File: src/rtl/id_imm_ctrl.sv
// Decode-stage immediate controller: classifies instr_d, drives immsrc to the extender and
// captures immediate/register fields into ID/EX with load-use stall and flush sequencing.
// Ports: clk, reset_n (async, active-low); IF/ID side instr_d/valid_d/ready_d;
//   extender side immsrc/ext_instr/immext; flush from EX; ID/EX side valid_e/ready_e,
//   imm_e, rd_e, rs1_e, rs2_e, opcode_e, illegal_e.
// Optional macro ID_STALL_CNT_EN adds stall_cnt[31:0] (non-flush stall cycles seen by IF/ID).
module id_imm_ctrl #(
  parameter int unsigned FLUSH_CYCLES = 1
) (
  input  logic        clk,
  input  logic        reset_n,
  input  logic [31:0] instr_d,
  input  logic        valid_d,
  output logic        ready_d,
  output logic [1:0]  immsrc,
  output logic [24:0] ext_instr,
  input  logic [31:0] immext,
  input  logic        flush,
  output logic        valid_e,
  input  logic        ready_e,
  output logic [31:0] imm_e,
  output logic [4:0]  rd_e,
  output logic [4:0]  rs1_e,
  output logic [4:0]  rs2_e,
  output logic [6:0]  opcode_e,
  output logic        illegal_e
`ifdef ID_STALL_CNT_EN
  ,
  output logic [31:0] stall_cnt
`endif
);

  localparam logic [6:0] OP_LOAD  = 7'b0000011;
  localparam logic [6:0] OP_ALUI  = 7'b0010011;
  localparam logic [6:0] OP_JALR  = 7'b1100111;
  localparam logic [6:0] OP_STORE = 7'b0100011;
  localparam logic [6:0] OP_BR    = 7'b1100011;
  localparam logic [6:0] OP_JAL   = 7'b1101111;
  localparam logic [6:0] OP_R     = 7'b0110011;

  localparam logic [2:0] FC = 3'(FLUSH_CYCLES);

  typedef enum logic [1:0] {
    RUN,
    STALL,
    FLUSH
  } state_t;

  state_t     state, state_n;
  logic [2:0] cnt, cnt_n;

  logic [6:0] op;
  logic [4:0] rd, rs1, rs2;
  logic       use1, use2, illegal, zero_imm;
  logic       hold, hz, accept;

  assign op        = instr_d[6:0];
  assign rd        = instr_d[11:7];
  assign rs1       = instr_d[19:15];
  assign rs2       = instr_d[24:20];
  assign ext_instr = instr_d[31:7];

  always_comb begin
    immsrc   = 2'b00;
    use1     = 1'b0;
    use2     = 1'b0;
    illegal  = 1'b0;
    zero_imm = 1'b0;
    unique case (1'b1)
      (op == OP_LOAD) || (op == OP_ALUI) || (op == OP_JALR): begin
        use1 = 1'b1;
      end
      (op == OP_STORE): begin
        immsrc = 2'b01;
        use1   = 1'b1;
        use2   = 1'b1;
      end
      (op == OP_BR): begin
        immsrc = 2'b10;
        use1   = 1'b1;
        use2   = 1'b1;
      end
      (op == OP_JAL): begin
        immsrc = 2'b11;
      end
      (op == OP_R): begin
        use1     = 1'b1;
        use2     = 1'b1;
        zero_imm = 1'b1;
      end
      default: begin
        illegal  = 1'b1;
        zero_imm = 1'b1;
      end
    endcase
  end

  assign hold = valid_e & ~ready_e;

  assign hz = valid_e & (opcode_e == OP_LOAD) & (rd_e != 5'd0) &
              ((use1 & (rs1 == rd_e)) | (use2 & (rs2 == rd_e)));

  assign ready_d = (state == RUN) & ~hold & ~hz & ~flush;
  assign accept  = valid_d & ready_d;

  always_comb begin
    state_n = state;
    cnt_n   = cnt;
    if (flush) begin
      state_n = FLUSH;
      cnt_n   = FC;
    end else begin
      unique case (state)
        RUN:   if (hz && !hold) state_n = STALL;
        STALL: state_n = RUN;
        FLUSH: begin
          cnt_n = cnt - 3'd1;
          if (cnt == 3'd1) state_n = RUN;
        end
        default: state_n = RUN;
      endcase
    end
  end

  always_ff @(posedge clk or negedge reset_n) begin
    if (!reset_n) begin
      state <= RUN;
      cnt   <= 3'd0;
    end else begin
      state <= state_n;
      cnt   <= cnt_n;
    end
  end

  // Flush beats hold: the wrong-path entry must never reach EX.
  always_ff @(posedge clk or negedge reset_n) begin
    if (!reset_n) begin
      valid_e   <= 1'b0;
      imm_e     <= 32'd0;
      rd_e      <= 5'd0;
      rs1_e     <= 5'd0;
      rs2_e     <= 5'd0;
      opcode_e  <= 7'd0;
      illegal_e <= 1'b0;
    end else if (flush) begin
      valid_e <= 1'b0;
    end else if (!hold) begin
      valid_e <= accept;
      if (accept) begin
        imm_e     <= zero_imm ? 32'd0 : immext;
        rd_e      <= rd;
        rs1_e     <= rs1;
        rs2_e     <= rs2;
        opcode_e  <= op;
        illegal_e <= illegal;
      end
    end
  end

`ifdef ID_STALL_CNT_EN
  always_ff @(posedge clk or negedge reset_n) begin
    if (!reset_n) begin
      stall_cnt <= 32'd0;
    end else if (valid_d && !ready_d && !flush && state != FLUSH) begin
      stall_cnt <= stall_cnt + 32'd1;
    end
  end
`endif

endmodule

File: config.mk
export PLATFORM = sky130hd
export DESIGN_NAME = id_imm_ctrl
export DESIGN_NICKNAME = d
export VERILOG_FILES = /design/src/rtl/id_imm_ctrl.sv
export SDC_FILE = /design/constraint.sdc
export NUM_CORES = 1
export LEC_CHECK = 0
export BUFFER_PORTS_ARGS = -buffer_cell sky130_fd_sc_hd__buf_2
export CELL_PAD_IN_SITES_DETAIL_PLACEMENT = 1
export CELL_PAD_IN_SITES_GLOBAL_PLACEMENT = 1
export CORE_MARGIN = 2
export CORE_UTILIZATION = 36
export DETAILED_ROUTE_END_ITERATION = 8
export GPL_TIMING_DRIVEN = 0
export PLACE_DENSITY = 0.84
export SETUP_SLACK_MARGIN = 0.1
export SLEW_MARGIN = 0
export SYNTH_ARGS = -nofsm -noshare
export SYNTH_HDL_FRONTEND = slang
export SYNTH_SLANG_ARGS = --single-unit
File: constraint.sdc
create_clock -name clk -period 5.2 [get_ports clk]
set_clock_uncertainty 0.2 [all_clocks]
set_input_delay 0.52 -clock clk [delete_from_list [all_inputs] [get_ports clk]]
set_output_delay 0.52 -clock clk [all_outputs]
set_load 0.02 [all_outputs]
==> results.txt, run 1 <==
The flow ran to the end, and the final reports show no timing, DRC or antenna violations. Subtracting the final worst setup slack from the clock period gives 2910 ps. The region available for standard cell placement spans 7610 µm².

The type of the tightest min-delay check is in -> async. The share of flip-flops with an asynchronous set or reset came out at 100%. The worst setup path is launched from a flip-flop.

The share of power burned in registers is 39.6%. The count of instances resized after the clock tree is built is 0. The leakage power came out at slightly above 0.002 µW. The clock network fraction of total power is roughly 27%.

After clock tree synthesis, the flow added hold-fix buffers numbering 0. The clock root buffer is clkbuf_8. Buffers inserted during clock tree synthesis total 9. 153 I/O pins were placed.

The dominant register cell in the synthesized netlist is dfrtp_1. Synthesis handed over a netlist of about 220 instances. The total power divided by cell area came out at 453 nW/µm². The floorplan has 32 rows. Global routing used 23.2% of the available met1 tracks. The flip-flop and latch count after synthesis is 61. The number of buffers added on ports is 141. The switching portion of total power came out at 34.0%.

The routing usage on met2 came out at 29.8%. The cell class contributing the biggest share of worst-path delay is simple AND/OR/NAND/NOR gates. The worst setup path is captured at a primary output.

The die area came out at roughly 8400 µm². The share of total power dissipated in combinational logic is 33.1%. The CTS tree is done.

The final sum of negative setup slack is 0 ps. The worst-case reg-to-reg path depth came out at 8. In the final design database the tool counted 446 nets. Clock-pin slew was measured on the worst setup and hold paths at 70 ps. The share of the synthesized area in the top cell type came out at 54.9%. The overall track demand over capacity in global routing came out at approximately 18%. The wire length per cell came out at 15.4 µm. The final setup violation count is 0. The post-synth net total is slightly below 300. The number of hold violations in the final report is 0. The upper clock frequency limit came out at 343 MHz. After detailed routing, the total wire length is 7440 µm. The total iterations of the first detailed-routing run is 4.

After global routing the overflow that remains totals 0. Entering global routing, the biggest net connects between 60 and 70 pins. After the first detailed-routing iteration, the DRC count stood at a little under 60. The part of the cycle the worst path needs came out at ~56%. The tree built by TritonCTS fans out to 61 sinks. The number of antenna violations at the first check in global routing is 0. The power after layout came out at 1740 µW.

In this run the critical register-to-register path is captured at rs2_e[4]$_DFFE_PN0P_. For this design the total switching power over the nets is approximately 600 µW. In this run the worst path has a maximum fanout of 5. The floorplan die width came out at 91.9 µm.

The portion of the post-synthesis area used by sequential elements came out at 54.9%. The critical path required time came out at 4480 ps. The worst-case clock buffer depth came out at 2.

In this run the mean area of a mapped cell was 12.5 µm². The final count of pins violating max slew was 0. The startpoint of the worst register-to-register path is rd_e[3]$_DFFE_PN0P_.

The post-synthesis cell type count came out at 29. Among all stages on the critical path, the largest delay is contributed by or4_1. The detailed placer's ending HPWL is roughly 5600 µm. The wire length of the first global-routing pass is between 10,000 and 15,000 µm.

The number of vias in the routed layout came out at about 2,300. The signal on the critical path passes through xnor2_1, nand3_1, or4_1, a21oi_1, nor2_1, buf_2. The post-detailed-route via-to-cell ratio came out at 4.78.

Yosys mapped a number of flops with a built-in enable equal to 0. The placed standard-cell area came out at roughly 3600 µm². The count of antenna diodes in the layout came out at 0. The post-synthesis instance area came out at approximately 2800 µm².

Summed over all instances, the cell type with the most area after synthesis is dfrtp_1. The longest individual stage delay on the worst path came out at approximately 540 ps. At the pin with the least slew margin, the transition time is between 700 and 800 ps.

The count of buffers added by post-CTS timing repair for setup came out at 0. Internal power comes to 1150 µW. From synthesis to final layout, the design area changed by 38.2%.

The endpoint arrival time on the critical path is 2190 ps. The number of synthesis warnings is 0. The via count of the first global-routing pass is about 2,400. Yosys attributes the largest share of cell area to dfrtp_1 55%, a22o_1 10%, mux2_2 6.9%. The routability congestion estimate is 0.881. The count of nets left with antenna violations once routing finished came out at 0. The height of the die is 91.9 µm. After detailed routing, the number of remaining DRC violations is 0. The worst slew margin relative to its limit came out at between 40 and 50%. In the global route stage, met3 resource usage came out at 4.93%. Counting both buffers and inverters, the worst setup path holds a total of 1. Of the cells placed in the final design, the portion with a size suffix greater than 1 is 55.5%. The final design instance area without fill came out at approximately 3800 µm². The clock tree synthesis step divided the H-tree into 3 levels. The number of maximum-capacitance constraint violations came out at 0. The worst register-to-register path has a setup slack of 2420 ps. The highest ir drop seen on vdd came out at ~0.16 mV. The logic depth of the worst path, buffers included came out at 6. The start-to-end type of the worst setup path is reg -> out. Counting instances in the post-synthesis netlist gives the leading cell types as 61 x dfrtp_1, 32 x a22o_1, 25 x buf_4.

The insertion delay to the later sink of the worst-skew pair came out at around 330 ps. Yosys instantiated no cell more often than dfrtp_1. Setup repair after global routing left no endpoint under its margin. The most congested layer reported by global routing is met2.

The initial cell density of the core came out at 36.6%.
-- worst max-delay path by stage --
stage / from / end
2_1_floorplan: instr_d[6] / illegal_e$_DFFE_PN0P_
3_3_place_gp: instr_d[5] / rs2_e[4]$_DFFE_PN0P_
3_5_place_dp: instr_d[23] / rd_e[2]$_DFFE_PN0P_
4_1_cts: rd_e[3]$_DFFE_PN0P_ / ready_d
5_1_grt: rd_e[3]$_DFFE_PN0P_ / ready_d
6_report: rd_e[3]$_DFFE_PN0P_ / ready_d
-- layout make-up --
| type | count | area [µm²] |
|---|---|---|
| clock inverters | 3 | 67.6 |
| fillers | 879 | 3760 |
| plain buffers | 35 | 245 |
| multi-input cells | 124 | 998 |
| inverters | 3 | 11.3 |
| flip-flops and latches | 61 | 1530 |
| clock buffers | 13 | 159 |
| well taps | 102 | 128 |
| repair buffers | 141 | 708 |
-- per-stage QoR --
stage / hold WS, ps / std cells / setup slack [ps] / util, %
after global routing: 106 / 482 / 2160 / 50.5
after floorplan: 24.4 / 223 / 2560 / -
after detailed placement: 286 / 466 / 2240 / 47.5
after CTS: 191 / 482 / 2270 / 50.5
final: 37.7 / 482 / 2290 / 50.5
after global placement: 283 / 466 / 2270 / 47.5
-- worst reg2reg max path, stage by stage, from the launching register on --
cell	delay (ps)
dfrtp_1	440
xnor2_1	200
nand3_1	120
or4_1	540
a21oi_1	290
or3_1	190
buf_6	170
buf_6	200
mux2_4	320
-- cells by family (layout without fill, tap and decap cells) --
family                   count (synthesis)  in the layout  share of synthesized area [%]
flip-flops                              61             61                           54.9
AND/OR/NAND/NOR                         44             44                           8.50
AO/OA/AOI/OAI                           42             42                           12.1
buffers and inverters                   38            195                           9.22
multiplexers                            24             24                           10.7
XOR/XNOR                                12             12                           3.78
adder cells (fa/ha/maj)                  2              2                          0.900
-- cell usage in the layout (no fill, tap or decap), types with 3 or more instances in the layout --
| master | count |
|---|---|
| xnor2_1 | 6 |
| inv_1 | 3 |
| buf_4 | 26 |
| nand3_1 | 3 |
| clkbuf_1 | 6 |
| dfrtp_1 | 61 |
| clkbuf_8 | 11 |
| mux2_2 | 17 |
| a21oi_1 | 4 |
| xor2_1 | 6 |
| buf_2 | 144 |
| o21ai_0 | 4 |
| nor2b_1 | 4 |
| a22o_1 | 32 |
| nor2_1 | 11 |
| or4_1 | 3 |
| nand2b_1 | 4 |
| nand4_1 | 3 |
| nand2_1 | 7 |
| mux2_4 | 7 |
-- state kept, by name (all words and copies together) (netlist names) --
register	flops
imm_e	32
opcode_e	7
rd_e	5
rs1_e	5
rs2_e	5
cnt	3
state	2
illegal_e	1
valid_e	1
-- power groups by stage --
| stage | combinational [µW] | clock (µW) | sequential, µW |
|---|---|---|---|
| after CTS | 585 | 488 | 691 |
| after global placement | 562 | 0 | 691 |
| after global routing | 626 | 512 | 710 |
| final | 577 | 476 | 689 |
| after detailed placement | 582 | 0 | 699 |
| after floorplan | 246 | 0 | 813 |
-- routing by layer --
metal,vias to the layer above,share of wire (%)
met3,9,8.6
met5,-,0
li1,1071,-
met2,114,48
met1,1109,42
met4,0,1.5
Power figures use the tool's default switching activity.
==> inputs of run 2 (changes only) <==
--- a/config.mk
+++ b/config.mk
@@ -5,14 +5,15 @@
 export SDC_FILE = /design/constraint.sdc
 export NUM_CORES = 1
 export LEC_CHECK = 0
+export ABC_AREA = 1
 export BUFFER_PORTS_ARGS = -buffer_cell sky130_fd_sc_hd__buf_2
 export CELL_PAD_IN_SITES_DETAIL_PLACEMENT = 1
 export CELL_PAD_IN_SITES_GLOBAL_PLACEMENT = 1
 export CORE_MARGIN = 2
-export CORE_UTILIZATION = 36
+export CORE_UTILIZATION = 33
 export DETAILED_ROUTE_END_ITERATION = 8
 export GPL_TIMING_DRIVEN = 0
-export PLACE_DENSITY = 0.84
+export PLACE_DENSITY = 0.79
 export SETUP_SLACK_MARGIN = 0.1
 export SLEW_MARGIN = 0
 export SYNTH_ARGS = -nofsm -noshare
==> constraint.sdc (replaced) <==
create_clock -name clk -period 2.8 [get_ports clk]
set_clock_uncertainty 0.2 [all_clocks]
set_input_delay 0.28 -clock clk [delete_from_list [all_inputs] [get_ports clk]]
set_output_delay 0.28 -clock clk [all_outputs]
set_load 0.02 [all_outputs]
==> run 2 against run 1 <==
Sequential share of layout area decreased by 6.2 points; sequential power rose by 65%; critical path depth increased by 1.
==> results.txt, run 2 <==
The count of antenna diodes in the layout is 0. By count the netlist is led by 150 x nand2_1, 61 x dfrtp_1, 55 x nand4_1. The switching power came out at about 1000 µW. Port buffering added 142 buffers. After synthesis, the cell types taking the most area are dfrtp_1 45%, nand2_1 17%, nand4_1 10%. The total power divided by cell area is 647 nW/µm². The post-detailed-route via-to-cell ratio came out at 4.72.

The final cell utilization of the core is 46.1%. STA classifies the critical path endpoint as a primary output. The number of vias in the routed layout is between 3,000 and 4,000. The part of the cycle the worst path needs is 89.8%. The most common cell in the synthesized netlist is nand2_1. The endpoint arrival time on the critical path is about 2000 ps. The post-synthesis instance area is 3380 µm². The quantity of hold-fixing buffers added after cts is 3.

The power share of the combinational group came out at 28.5%. The flow ran to the end, and the final reports show no timing, DRC or antenna violations. The final design instance area without fill is 4550 µm². The largest registers in the layout are imm_e x32, opcode_e x7. The worst-case clock buffer depth came out at 2. The leakage power came out at ~0.0028 µW. The internal power component came out at a little under 2000 µW.

The count of buffers added by post-CTS timing repair for setup is 0. The critical path in this run is classified as in -> out. Setup repair after global routing left no endpoint under its margin. The final sum of negative setup slack came out at 0 ps. The later pin in the worst-skew pair is clocked with a latency of 340 ps. The height of the die is about 110 µm. The power after layout is 2940 µW. The synthesized netlist contains 24 unique library cells. The critical-path cell with the highest stage delay is dlygate4sd3_1. The HPWL after detailed placement is 8150 µm. The highest ir drop seen on vdd came out at 0.308 mV. The floorplan die width came out at 105 µm.

The tree built by TritonCTS fans out to 61 sinks. The gate count of the mapped netlist is ~450. The worst reg-to-reg setup slack is 820 ps. The setup slack after layout is 286 ps. At the end of routability-driven placement, the weighted congestion stood at 0.785. Counting stages on the worst path, the most repeated cell is buf_2. The flip-flop count of the largest register, all copies and words added is 32.

The placement-stage worst setup slack came out at 741 ps. The initial cell density of the core is about a third. TritonCTS built the clock tree. The final global-route overflow total is 0. The overall track demand over capacity in global routing came out at 19.7%. Leaving out fill and tap cells, the most frequent cell in the layout is buf_2. The via count of the first global-routing pass came out at 3,543. The number of hold violations in the final report is 0. The number of enable-type register cells in the synthesized netlist came out at 0.

The placed standard-cell area came out at 4280 µm². The standard-cell row count came out at 36. The share of synthesized area in the top cell type comes to 45.2%. The die covers 11,100 µm². The critical-path maximum fanout came out at 10. The share of power burned in registers is 38.9%. The transition time of the tightest slew-check pin came out at about 750 ps. The detailed-route wire length is 10,700 µm.

The largest total area in the synthesized netlist belongs to dfrtp_1. In this design, the stage delay of the slowest critical-path cell is 530 ps. The number of antenna violations at the first check in global routing was 0. The maximum number of pins on one net before global-route repair came out at 32. For this run, the detailed router's first-pass iteration total came to 4.

After synthesis the netlist holds a flip-flop and latch count of 61. The number of levels the H-tree was split into came out at 3. The iteration-0 DRC count of the detailed router came out at a little over 80. Of the cells placed in the final design, the portion with a size suffix greater than 1 is 33.9%. The count of instances resized after the clock tree is built came out at 0. The clock network burns 32.7% of the power. The CTS clock-pin slew for the worst setup and hold paths came out at 70 ps. The number of buffers inserted during clock tree synthesis came out at 9. Together, buffers and inverters on the worst path number 4. The worst slew margin relative to its limit is 50.0%.

The register with the most flip-flops in the final layout is imm_e. Once detail routing completed, the nets flagged for antenna violations numbered 0. The total number of nets in the final design is 677. Broken down by cell family, the worst path's largest delay share belongs to buffers and inverters.

The final count of pins violating max slew is 0. The wire length per cell is 14.4 µm. The final setup violation count came out at 0. The count of boundary I/O pins is 153. The clock period could shrink to 2510 ps.

The worst setup path is launched from an input port. The post-synth net total is between 500 and 600. The tree is rooted in a clkbuf_8. The portion of the post-synthesis area used by sequential elements is 45.2%. Compared with the post-synthesis result, the final layout area differs by 34.5%. The switching portion of total power came out at 33.9%. The critical path required time came out at 2320 ps. The wire length of the first global-routing pass came out at 17,300 µm. Dividing the synthesized area by the synthesized cell count gives 7.53 µm².

The worst hold path belongs to the class in -> reg. The core area came out at 9860 µm². The number of DRC violations after detailed routing is 0. The number of synthesis warnings came out at 0.

The dominant register cell in the synthesized netlist is dfrtp_1. The count of filler cells inserted in the layout came out at 1,290. The upper clock frequency limit is 398 MHz. The top cell types in the final layout, fill and taps aside, are 154 x buf_2, 150 x nand2_1, 61 x dfrtp_1. Across the run, the number of max-cap violations was 0. The share of flip-flops with an asynchronous set or reset is between 90% and 100%.

Traced cell by cell, the critical path runs through dlygate4sd3_1, buf_2, nor2_1, nor4_2, buf_2, a21boi_0, buf_2.
-- run 2: changes by cell type in the layout (fill, tap and decap cells not counted), sizes merged, moves of 4 or more --
| cell | before | now |
|---|---|---|
| nor2b | 4 | 0 |
| a22o | 32 | 0 |
| nand2 | 7 | 151 |
| mux2 | 24 | 0 |
| nand4 | 3 | 55 |
| nor2 | 11 | 52 |
| nand2b | 4 | 0 |
| buf | 172 | 187 |
| inv | 3 | 51 |
-- run 2: worst register-to-register path, stage by stage, from the launching register on --
cell and delay (ps):
dfrtp_1 470, xnor2_1 240, nand2_1 100, nor2_1 100, nand2_1 60, nand2_1 90
nand2_2 80, buf_6 150, buf_2 200, nand4_1 110, nand2_1 70
-- run 2: cells by family after synthesis --
kind of cell	share of synthesized area (%)
compound gates	1.22
buf+inv	16.1
xor+xnor	2.07
fa+ha+maj	0.740
simple gates	34.7
flops	45.2
-- run 2: layout make-up --
class	instances	area (µm²)	area share, %
plain buffers	52	353	7.76
repair buffers	146	761	16.7
clock inverters	4	95.1	2.09
flip-flops and latches	61	1530	33.6
clock buffers	12	145	3.19
multi-input cells	285	1310	28.8
inverters	51	191	4.21
well taps	133	166	3.66
-- run 2: final timing paths --
check	start	end	cells after the start
max in group asynchronous	reset_n	rs2_e[0]$_DFFE_PN0P_	3
min in group asynchronous	reset_n	cnt[0]$_DFFE_PN0P_	2
min reg2reg	imm_e[23]$_DFFE_PN0P_	imm_e[23]$_DFFE_PN0P_	2
max reg2reg	rd_e[3]$_DFFE_PN0P_	imm_e[5]$_DFFE_PN0P_	10
max	ready_e	ready_d	7
min	instr_d[8]	rd_e[1]$_DFFE_PN0P_	3
-- run 2: power by group through the flow --
stage | sequential, µW | combinational [µW] | clock, µW
2_1_floorplan | 1300 | 362 | 0
3_3_place_gp | 1150 | 807 | 0
3_5_place_dp | 1160 | 843 | 0
4_1_cts | 1140 | 853 | 982
5_1_grt | 1160 | 927 | 1030
6_report | 1140 | 837 | 960
-- run 2: stage by stage --
stage               cells  hold slack, ps
finish                744            16.4
global route          744            25.0
CTS                   744           0.827
detailed placement    725             195
global placement      724             250
floorplan             449            -216
-- run 2: routing by layer --
layer	part of all wire, %	GRT usage [%]
met5	0	0
met4	2.0	7.14
met3	5.2	3.59
met2	51	34.8
met1	42	23.8
==> inputs of run 3 (changes only) <==
--- a/config.mk
+++ b/config.mk
@@ -10,10 +10,10 @@
 export CELL_PAD_IN_SITES_DETAIL_PLACEMENT = 1
 export CELL_PAD_IN_SITES_GLOBAL_PLACEMENT = 1
 export CORE_MARGIN = 2
-export CORE_UTILIZATION = 33
+export CORE_UTILIZATION = 28
 export DETAILED_ROUTE_END_ITERATION = 8
 export GPL_TIMING_DRIVEN = 0
-export PLACE_DENSITY = 0.79
+export PLACE_DENSITY = 0.68
 export SETUP_SLACK_MARGIN = 0.1
 export SLEW_MARGIN = 0
 export SYNTH_ARGS = -nofsm -noshare
==> run 3 against run 2 <==
Fmax is 3.4% higher; setup slack better by 82 ps; combinational power is 1% lower; largest cell class unchanged; highest routed layer unchanged.
==> results.txt, run 3 (synthesis gave the netlist of run 2 again) <==
The critical path required time is 2320 ps. For this block, the routed nets add up to 10,600 µm of wire. For this run, the slowest stage of the critical path takes about 400 ps.

Entering global routing, the biggest net connects 62 pins. The standard-cell row count came out at 40. The startpoint identified for the worst register-to-register timing path is rd_e[4]$_DFFE_PN0P_. The placed standard-cell area is roughly 4300 µm². In this run the worst setup path terminates at ready_d.

The count of instances resized after the clock tree is built is 0. STA classifies the critical path endpoint as a primary output. The routed design could run at a clock period as short as 2430 ps. The top cell types in the final layout, fill and taps aside, are 153 x buf_2, 150 x nand2_1, 61 x dfrtp_1.

The number of vias in the routed layout came out at 3,439. The worst reg-to-reg setup slack came out at 860 ps. The final setup violation count came out at 0.

The tree is rooted in a clkbuf_16. The highest ir drop seen on vdd is 0.191 mV. The worst-case reg-to-reg path depth came out at 9. The total overflow left after global routing is 0.

The count of boundary I/O pins came out at 153. The detailed router finished its first iteration with around 110 violations. In this run the power density over the cells is approximately 650 nW/µm². The routability congestion estimate came out at 0.748.

The number of hold violations in the final report was 0. The insertion delay to the later sink of the worst-skew pair came out at around 320 ps. The clock tree synthesis step divided the H-tree into 3 levels.

The tool flagged a number of max-cap violations equal to 0. The critical path starts at state[1]$_DFFE_PN0P_. The worst register-to-register path ends at imm_e[5]$_DFFE_PN0P_. The floorplan die width came out at 114 µm. The endpoint arrival time on the critical path is 1950 ps. The critical-path maximum fanout came out at 10.

Of the cells placed in the final design, the portion with a size suffix greater than 1 is between 30% and 40%. In the final layout, the registers with the most flip-flops are imm_e x32, opcode_e x7. The part of the cycle the worst path needs is 86.9%.

The final design instance area without fill came out at 4550 µm². The area growth from synthesis to layout is 34.7%. The number of sinks on the clock net came out at 61. Clock-pin slew was measured on the worst setup and hold paths at 50 ps. The largest individual stage delay along the critical path comes from the cell dfrtp_1. The final count of pins violating max slew came out at 0. The leakage power is 0.00278 µW. The height of the die came out at 114 µm. The count of antenna-violating nets left after detailed routing is 0. The worst slew margin relative to its limit came out at 45.7%. Walking the worst path, the cells encountered are nor4_2, buf_2, a21boi_0, buf_2. The die covers between 10,000 and 15,000 µm². Setup repair after global routing left no endpoint under its margin. The wire-length estimate of the detail-placed layout is 7980 µm. STA classifies the critical path startpoint as a flip-flop. The filler cells instantiated in the layout total 1,520.

The total iterations of the first detailed-routing run came out at 4. The number of antenna violations at the first check in global routing came out at 0. Input and output buffers added on the ports amount to 142. TritonCTS built the clock tree. The cell that appears most often on the critical path is buf_2. Dividing the detail-routed wire length by the instance count gives between 10 and 15 µm. The first global-routing pass estimated 17,400 µm of wire. The final sum of negative setup slack is 0 ps. The worst-case clock buffer depth came out at 2.

The post-detailed-route via-to-cell ratio is 4.57. The critical path is of the reg -> out type. The initial cell density of the core came out at 28.4%. The via count of the first global-routing pass came out at 3,596. The number of DRC violations after detailed routing is 0. At the pin with the least slew margin, the transition time is 814 ps. Counting flops per register, the top entry is imm_e. The overall track demand over capacity in global routing came out at 17.2%.

The flip-flop count of the largest register, all copies and words added is 32. The worst hold path belongs to the class in -> reg. Leaving out fill and tap cells, the most frequent cell in the layout is buf_2. The count of antenna diodes in the layout came out at 0. The core region is 11,900 µm².

The upper clock frequency limit is 411 MHz. The number of buffers inserted during clock tree synthesis came out at 9. The run finished with clean final reports.

The total number of nets in the final design came out at 674.
==> run 3: worst min path at each step <==
stage / start / endpoint / slack [ps] / depth (start not counted)
2_1_floorplan: reset_n / cnt[0]$_DFFE_PN0P_ / -220 / 0
4_1_cts: ready_e / state[0]$_DFFE_PN0P_ / 7 / 3
3_5_place_dp: reset_n / cnt[1]$_DFFE_PN0P_ / 230 / 1
6_report: ready_e / state[0]$_DFFE_PN0P_ / 20 / 3
3_3_place_gp: imm_e[29]$_DFFE_PN0P_ / imm_e[29]$_DFFE_PN0P_ / 250 / 2
5_1_grt: ready_e / state[0]$_DFFE_PN0P_ / 20 / 3
==> run 3: what timing repair did <==
action	CTS	global route
hold buffers	1	0
hold endpoints to repair	61	0
setup buffers	0	0
==> run 3: cell type report <==
type | count | area (µm²) | share of cell area, %
Clock buffer | 12 | 256 | 5.63
Sequential cell | 61 | 1530 | 33.5
Tap cell | 147 | 184 | 4.04
Timing Repair Buffer | 143 | 723 | 15.9
Clock inverter | 2 | 10.0 | 0.220
Multi-Input combinational cell | 285 | 1310 | 28.8
Inverter | 51 | 191 | 4.20
Buffer | 52 | 353 | 7.75
==> run 3: worst max-delay path, delay by kind of cell, from the launching register on <==
kind            cells  cell delay (ps)
buf+inv             2              540
simple gates        1              380
flops               1              410
compound gates      1              290
==> run 3: through the flow <==
stage	cells	hold slack (ps)	setup slack (ps)	total power (µW)	utilization, %
floorplan	449	-216	766	1660	-
global placement	738	250	685	1960	35.9
detailed placement	738	230	691	1990	35.9
CTS	753	7.44	371	3030	38.2
global route	753	23.0	213	3170	38.2
finish	753	20.7	367	2980	38.2
==> run 3: power by group <==
part	internal (µW)	switching, µW	total (µW)	leakage, µW
sequential	1030	116	1140	0.000807
clock	633	374	1010	0.000134
combinational	299	528	827	0.00184
total	1960	1020	2980	0.00278
==> run 3: per-layer routing <==
metal	wire (µm)	global-route usage [%]	up-vias
met3	467	3.13	9
met2	5260	29.8	85
met5	0	0	-
met4	131	6.10	0
li1	-	-	1702
met1	4750	21.4	1643
